**src/rtl/cru_sync_writer.sv**
```systemverilog
// ---------------------------------------------------------------------------
// cru_sync_writer
//
// Purpose:
//   Captures TI-99/4A CRU single-bit writes into a 4-bit register bank that
//   runs on a local system clock.  CRUCLK and CRUOUT arrive asynchronously,
//   so both are passed through 2-flop synchronisers.  A write is accepted
//   only after the synchronised CRUCLK has been low for FILTER_LEN
//   consecutive clk cycles, and at most once per low period.  A write of 1
//   to bit 3 fires (or retriggers) a PULSE_LEN-cycle rpi_reset pulse.
//
// Ports:
//   clk         in   local system clock, sole clock of the block
//   reset_n     in   asynchronous active-low reset
//   cru_base    in   [3:0]  card CRU base nibble, compared with addr[4:7]
//   ti_cru_clk  in   TI CRUCLK, asynchronous, active-low write strobe
//   addr        in   [0:14] TI address bus (bit 0 = MSB), stable while
//                    ti_cru_clk is low
//   ti_cru_out  in   TI CRUOUT serial data bit
//   ti_cru_in   out  TI CRUIN readback bit
//   bits        out  [0:3] registered CRU bits
//   wr_strobe   out  one-clk pulse marking a bit update
//   wr_index    out  [1:0] index of the most recently written bit
//   rpi_reset   out  stretched reset pulse to the Raspberry Pi
//
// Parameters:
//   FILTER_LEN  cycles of synchronised CRUCLK low before accept (1..15)
//   PULSE_LEN   rpi_reset pulse length in clk cycles (2..255)
//
// Configuration macro:
//   CRU_READBACK_EN  when defined, ti_cru_in returns the addressed bit for a
//                    decoded address; when undefined, ti_cru_in is tied to 0.
// ---------------------------------------------------------------------------
module cru_sync_writer #(
    parameter int unsigned FILTER_LEN = 3,
    parameter int unsigned PULSE_LEN  = 16
) (
    input  logic        clk,
    input  logic        reset_n,
    input  logic [3:0]  cru_base,
    input  logic        ti_cru_clk,
    input  logic [0:14] addr,
    input  logic        ti_cru_out,
    output logic        ti_cru_in,
    output logic [0:3]  bits,
    output logic        wr_strobe,
    output logic [1:0]  wr_index,
    output logic        rpi_reset
);

    localparam logic [3:0] FILTER_LAST = 4'(FILTER_LEN);
    localparam logic [7:0] PULSE_LOAD  = 8'(PULSE_LEN);

    typedef enum logic [1:0] {
        ST_IDLE   = 2'd0,
        ST_LOWCNT = 2'd1,
        ST_ARMED  = 2'd2
    } state_e;

    // -----------------------------------------------------------------------
    // Synchronisers (reset to 1 = strobe inactive)
    // -----------------------------------------------------------------------
    logic cru_clk_meta_q;
    logic cru_clk_sync_q;
    logic cru_out_meta_q;
    logic cru_out_sync_q;

    // -----------------------------------------------------------------------
    // State
    // -----------------------------------------------------------------------
    state_e      state_q,     state_d;
    logic [3:0]  fcnt_q,      fcnt_d;
    logic [0:3]  bits_q,      bits_d;
    logic        wr_strobe_q, wr_strobe_d;
    logic [1:0]  wr_index_q,  wr_index_d;
    logic [7:0]  pcnt_q,      pcnt_d;
    logic        rpi_reset_q, rpi_reset_d;

    // -----------------------------------------------------------------------
    // Address decode: select nibble 0001, base nibble match, bit number 0..3.
    // addr is only acted on at the accept edge, where it is guaranteed stable.
    // -----------------------------------------------------------------------
    logic       addr_hit;
    logic [1:0] addr_idx;

    assign addr_idx = addr[13:14];
    assign addr_hit = (addr[0:3] == 4'b0001) &&
                      (addr[4:7] == cru_base) &&
                      (addr[8:12] == 5'd0);

    // accept is high only on the single edge where the low filter completes.
    logic accept;
    logic write_en;

    assign write_en = accept && addr_hit;

    // -----------------------------------------------------------------------
    // Next-state logic
    // -----------------------------------------------------------------------
    always_comb begin
        // NOTE: every variable gets a default before the case so no path can
        // leave it unassigned; that is what keeps this block latch-free.
        state_d     = state_q;
        fcnt_d      = fcnt_q;
        accept      = 1'b0;
        bits_d      = bits_q;
        wr_strobe_d = 1'b0;
        wr_index_d  = wr_index_q;
        pcnt_d      = pcnt_q;

        unique case (state_q)
            ST_IDLE: begin
                if (!cru_clk_sync_q) begin
                    fcnt_d = 4'd1;
                    // With a one-cycle filter the first low sample already
                    // completes the filter.
                    if (FILTER_LAST == 4'd1) begin
                        accept  = 1'b1;
                        state_d = ST_ARMED;
                    end else begin
                        state_d = ST_LOWCNT;
                    end
                end
            end

            ST_LOWCNT: begin
                if (cru_clk_sync_q) begin
                    // Glitch or too-short low: drop it without writing.
                    fcnt_d  = 4'd0;
                    state_d = ST_IDLE;
                end else begin
                    fcnt_d = fcnt_q + 4'd1;
                    if (fcnt_d == FILTER_LAST) begin
                        accept  = 1'b1;
                        state_d = ST_ARMED;
                    end
                end
            end

            ST_ARMED: begin
                // Hold here until the strobe returns high so a long low
                // period cannot produce a second write.
                if (cru_clk_sync_q) begin
                    fcnt_d  = 4'd0;
                    state_d = ST_IDLE;
                end
            end

            default: begin
                fcnt_d  = 4'd0;
                state_d = ST_IDLE;
            end
        endcase

        if (write_en) begin
            bits_d[addr_idx] = cru_out_sync_q;
            wr_strobe_d      = 1'b1;
            wr_index_d       = addr_idx;
        end

        // Pulse stretcher: a write of 1 to bit 3 (re)loads the full length,
        // including on the last high cycle, so retriggers never leave a gap.
        // A write of 0 to bit 3 leaves a running pulse alone.
        if (write_en && (addr_idx == 2'd3) && cru_out_sync_q) begin
            pcnt_d = PULSE_LOAD;
        end else if (pcnt_q != 8'd0) begin
            pcnt_d = pcnt_q - 8'd1;
        end

        // Registered output: high for exactly the cycles the counter is
        // non-zero, starting the cycle after the load.
        rpi_reset_d = (pcnt_d != 8'd0);
    end

    // -----------------------------------------------------------------------
    // Registers
    // -----------------------------------------------------------------------
    always_ff @(posedge clk or negedge reset_n) begin
        if (!reset_n) begin
            cru_clk_meta_q <= 1'b1;
            cru_clk_sync_q <= 1'b1;
            cru_out_meta_q <= 1'b1;
            cru_out_sync_q <= 1'b1;
            state_q        <= ST_IDLE;
            fcnt_q         <= 4'd0;
            bits_q         <= 4'b0000;
            wr_strobe_q    <= 1'b0;
            wr_index_q     <= 2'd0;
            pcnt_q         <= 8'd0;
            rpi_reset_q    <= 1'b0;
        end else begin
            // NOTE: non-blocking assignments here so every flop samples the
            // pre-edge value of the others, independent of statement order.
            cru_clk_meta_q <= ti_cru_clk;
            cru_clk_sync_q <= cru_clk_meta_q;
            cru_out_meta_q <= ti_cru_out;
            cru_out_sync_q <= cru_out_meta_q;
            state_q        <= state_d;
            fcnt_q         <= fcnt_d;
            bits_q         <= bits_d;
            wr_strobe_q    <= wr_strobe_d;
            wr_index_q     <= wr_index_d;
            pcnt_q         <= pcnt_d;
            rpi_reset_q    <= rpi_reset_d;
        end
    end

    assign bits      = bits_q;
    assign wr_strobe = wr_strobe_q;
    assign wr_index  = wr_index_q;
    assign rpi_reset = rpi_reset_q;

    // -----------------------------------------------------------------------
    // CRU readback
    // -----------------------------------------------------------------------
`ifdef CRU_READBACK_EN
    assign ti_cru_in = addr_hit ? bits_q[addr_idx] : 1'b0;
`else
    assign ti_cru_in = 1'b0;
`endif

endmodule

```
**config.mk**
```make
export PLATFORM = sky130hd
export DESIGN_NAME = cru_sync_writer
export DESIGN_NICKNAME = d
export VERILOG_FILES = /design/src/rtl/cru_sync_writer.sv
export SDC_FILE = /design/constraint.sdc
export NUM_CORES = 1
export LEC_CHECK = 0
export CAP_MARGIN = 20
export CORE_AREA = 2 2 58 60
export DETAILED_ROUTE_END_ITERATION = 10
export DIE_AREA = 0 0 60 62
export GPL_TIMING_DRIVEN = 0
export PLACE_DENSITY_LB_ADDON = 0.2
export RECOVER_POWER = 25
export SYNTH_ARGS = -nofsm -noshare
export SYNTH_HDL_FRONTEND = slang
export SYNTH_SLANG_ARGS = --single-unit
```
**constraint.sdc**
```tcl
create_clock -name clk -period 5.44 [get_ports clk]
set_clock_uncertainty 0.2 [all_clocks]
set_input_delay 1.088 -clock clk [delete_from_list [all_inputs] [get_ports clk]]
set_output_delay 1.088 -clock clk [all_outputs]
set_load 0.005 [all_outputs]
```
==> results.json <==
{
  "cts.sinks": 26,
  "p_comb_share_pct": 16.5,
  "rsz0062_at_grt": "no",
  "grt_overflow_total": 0,
  "numPortBuffers": 30,
  "vias": 1185,
  "postRouteAntennaNets": 0,
  "reg2regPathDepth": 7,
  "syn_area_um2": 1468,
  "final_hold_viol_count": 0,
  "grt_first_pass_wirelength_um": 4795,
  "synth-xor-area-share_pct": 4.177,
  "syn_area_per_cell_um2": 10.12,
  "worstSetupPathType": "primary input to flop",
  "dieArea_um2": 3720,
  "finalCritPeriodShare_pct": 55.24,
  "clkPwrFrac_pct": 23.8,
  "die_w_um": 60,
  "finish.utilization_pct": 58.68,
  "tightest_slew_ps": 615.0,
  "regToRegSetupSlack_ps": 2970,
  "drc": 0,
  "setup_viol_count_final": 0,
  "grt_util_all_layers_pct": 17.24,
  "power_mw": 0.3470,
  "diodes": 0,
  "slowest_delay_ps": 550,
  "grt_pass1_vias": 1193,
  "hp-class": "flop to flop",
  "cp_num_cells": 6,
  "ys_async_sr_fraction_pct": 100.0,
  "clk_latency_ps": 320,
  "peakVddDrop_mv": 0.1148,
  "synth_seq_cells": 26,
  "yosysSeqAreaShare_pct": 44.67,
  "synth.area.mux_share_pct": 5.968,
  "synth_fa_ha_area_share_pct": 3.410,
  "ys_types": 46,
  "grt_max_degree": 27,
  "cp_num_buf_inv": 1,
  "p_int_mw": 0.2595,
  "final_layout_size_suffix_gt1_share_pct": 14.44,
  "htree_levels": 1,
  "powerDensity_nw_per_um2": 186.0,
  "min_delay_path_depth": 0,
  "yosys_warnings": 0,
  "drt_first_iter_violations": 70,
  "seq_power_share_pct": 59.7,
  "period_needed_ps": 3005,
  "critPathArrivalTime_ps": 3060,
  "path_common_cell": "or4_1",
  "p_leak_nw": 0.7915,
  "first_pass_iters": 4,
  "clk_path_buf_depth": 2,
  "clk_pin_slew_ps": 130,
  "antenna_found_initial": 0,
  "gp_congestion": 0.8247,
  "io_pins": 32,
  "cts-resized-gates": 0,
  "die_y_um": 62,
  "post_synth_and_or_nand_nor_area_fraction_pct": 28.56,
  "maxSlewViolCount": 0,
  "max_freq_ghz": 0.3328,
  "synth_top_family_by_area": "simple AND/OR/NAND/NOR gates",
  "cp.required_ps": 5500,
  "start_kind": "primary input",
  "cts_hold_buf": 0,
  "path_cells": "clkdlybuf4s50_1, or4_1, nor3_2, nand4_2, nor4_4, or4_1",
  "syn_to_final_growth_pct": 27.11,
  "post_drt_via_cell_ratio": 5.243,
  "synth_compound_area_share_pct": 10.06,
  "root_buffer": "clkbuf_4",
  "crit_family": "simple AND/OR/NAND/NOR gates",
  "synthesis.nets": 172,
  "crit_slowest_cell": "or4_1",
  "cts_setup_buffers": 0,
  "status": "finished, final reports clean",
  "layout.nets": 208,
  "n_fill_cell": 276,
  "synth-main-ff-cell": "dfrtp_1",
  "final_cell_area_um2": 1866,
  "synth-edff-count": 0,
  "max_cap_violations": 0,
  "hpwl_um": 2386,
  "finalSetupTns_ps": 0,
  "numCtsBuffers": 3,
  "routedWlPerCell_um": 12.90,
  "slew_headroom_pct": 58.86,
  "totalWireLength_um": 2915,
  "swShare_pct": 25.21,
  "rows": 21,
  "p_switching_mw": 0.08749,
  "start_util_pct": 46.16,
  "worstPathMaxFanout": 9,
  "cts_tree": "done",
  "postPlaceCellArea_um2": 1826,
  "core_area_um2": 3179,
  "end_kind": "flop",
  "postSynthCellCount": 145
}
-- cells in the mapped netlist (2+ instances only) --
master,number,share of area (%)
dfrtp_1,22,38
nand2_1,18,4.6
nor2_1,14,3.6
o21ai_0,8,2.7
a21oi_1,6,2.0
inv_1,6,1.5
mux2_2,6,4.6
xnor2_1,5,3.0
dfstp_2,4,7.2
ha_1,4,3.4
and3_1,3,1.3
nand3_1,3,1.0
nand3b_1,3,1.5
and2_1,2,0.85
buf_4,2,1.0
mux2i_1,2,1.4
nand2b_1,2,0.85
nand4b_1,2,1.2
nor3_1,2,0.68
nor3_2,2,1.4
nor4_1,2,0.85
or4_1,2,1.0
xor2_1,2,1.2
-- power by group through the flow --
stage,clock [mW],sequential (mW),combinational [mW]
detailed placement,0,0.211,0.0572
CTS,0.0850,0.207,0.0573
global route,0.0925,0.209,0.0635
global placement,0,0.211,0.0548
floorplan,0,0.209,0.0295
finish,0.0825,0.207,0.0572
-- final timing paths --
path	startpoint	to
min in group asynchronous	reset_n	rpi_reset
max in group asynchronous	reset_n	pcnt_q[2]
setup reg to reg	pcnt_q[0]	rpi_reset
hold reg to reg	cru_out_meta_q	cru_out_sync_q
setup / recovery	addr[2]	rpi_reset
hold / removal	cru_out_meta_q	cru_out_sync_q
-- registers in the layout, summed over array words and instances, names as in the netlist --
name            flops
bits                4
cru_clk_meta_q      1
cru_clk_sync_q      1
cru_out_meta_q      1
cru_out_sync_q      1
fcnt_q              4
pcnt_q              8
rpi_reset           1
state_q             2
wr_index            2
wr_strobe           1
-- per-stage QoR --
step | setup WS, ps | std cells | hold WS, ps
CTS | 2412 | 225 | 167.8
global placement | 2111 | 221 | 146.5
finish | 2435 | 226 | 167.4
detailed placement | 2081 | 221 | 149.8
floorplan | 2636 | 145 | 145.2
global route | 2328 | 226 | 174.0
-- cell families (layout without fill, tap and decap cells) --
| group | after synthesis | count (layout) |
|---|---|---|
| mux | 8 | 8 |
| buf+inv | 9 | 44 |
| other cells | 1 | 1 |
| compound gates | 22 | 22 |
| flops | 26 | 26 |
| simple gates | 68 | 68 |
| xor+xnor | 7 | 7 |
| fa+ha+maj | 4 | 4 |
-- layout make-up --
class	count	area, um2	share of cell area [%]
Tap cell	46	57.56	3.085
Multi-Input combinational cell	110	769.5	41.25
Buffer	3	18.77	1.006
Timing Repair Buffer	31	315.3	16.90
Inverter	6	22.52	1.207
Clock buffer	4	26.28	1.408
Sequential cell	26	655.6	35.14
-- placed cells by master, fill, tap and decap left out, types with 3 or more instances in the layout --
cell / Yosys / layout
ha_1: 4 / 4
a21oi_1: 6 / 6
nand2_1: 18 / 18
dlygate4sd3_1: 0 / 3
and3_1: 3 / 3
xnor2_1: 5 / 5
dfrtp_1: 22 / 22
clkdlybuf4s50_1: 0 / 27
mux2_2: 6 / 6
nor2_1: 14 / 14
nand3_1: 3 / 3
inv_1: 6 / 6
clkbuf_4: 0 / 3
dfstp_2: 4 / 4
nand3b_1: 3 / 3
o21ai_0: 8 / 8
-- metal layers --
| layer | up-vias | GRT usage, % | share of wire, % |
|---|---|---|---|
| met5 | - | 0 | 0 |
| met4 | 0 | 8.571 | 1.2 |
| met3 | 6 | 3.106 | 3.9 |
| met2 | 31 | 31.21 | 53 |
| met1 | 568 | 19.55 | 42 |
| li1 | 580 | - | - |
Note: power is estimated with default switching activity, not from simulation.
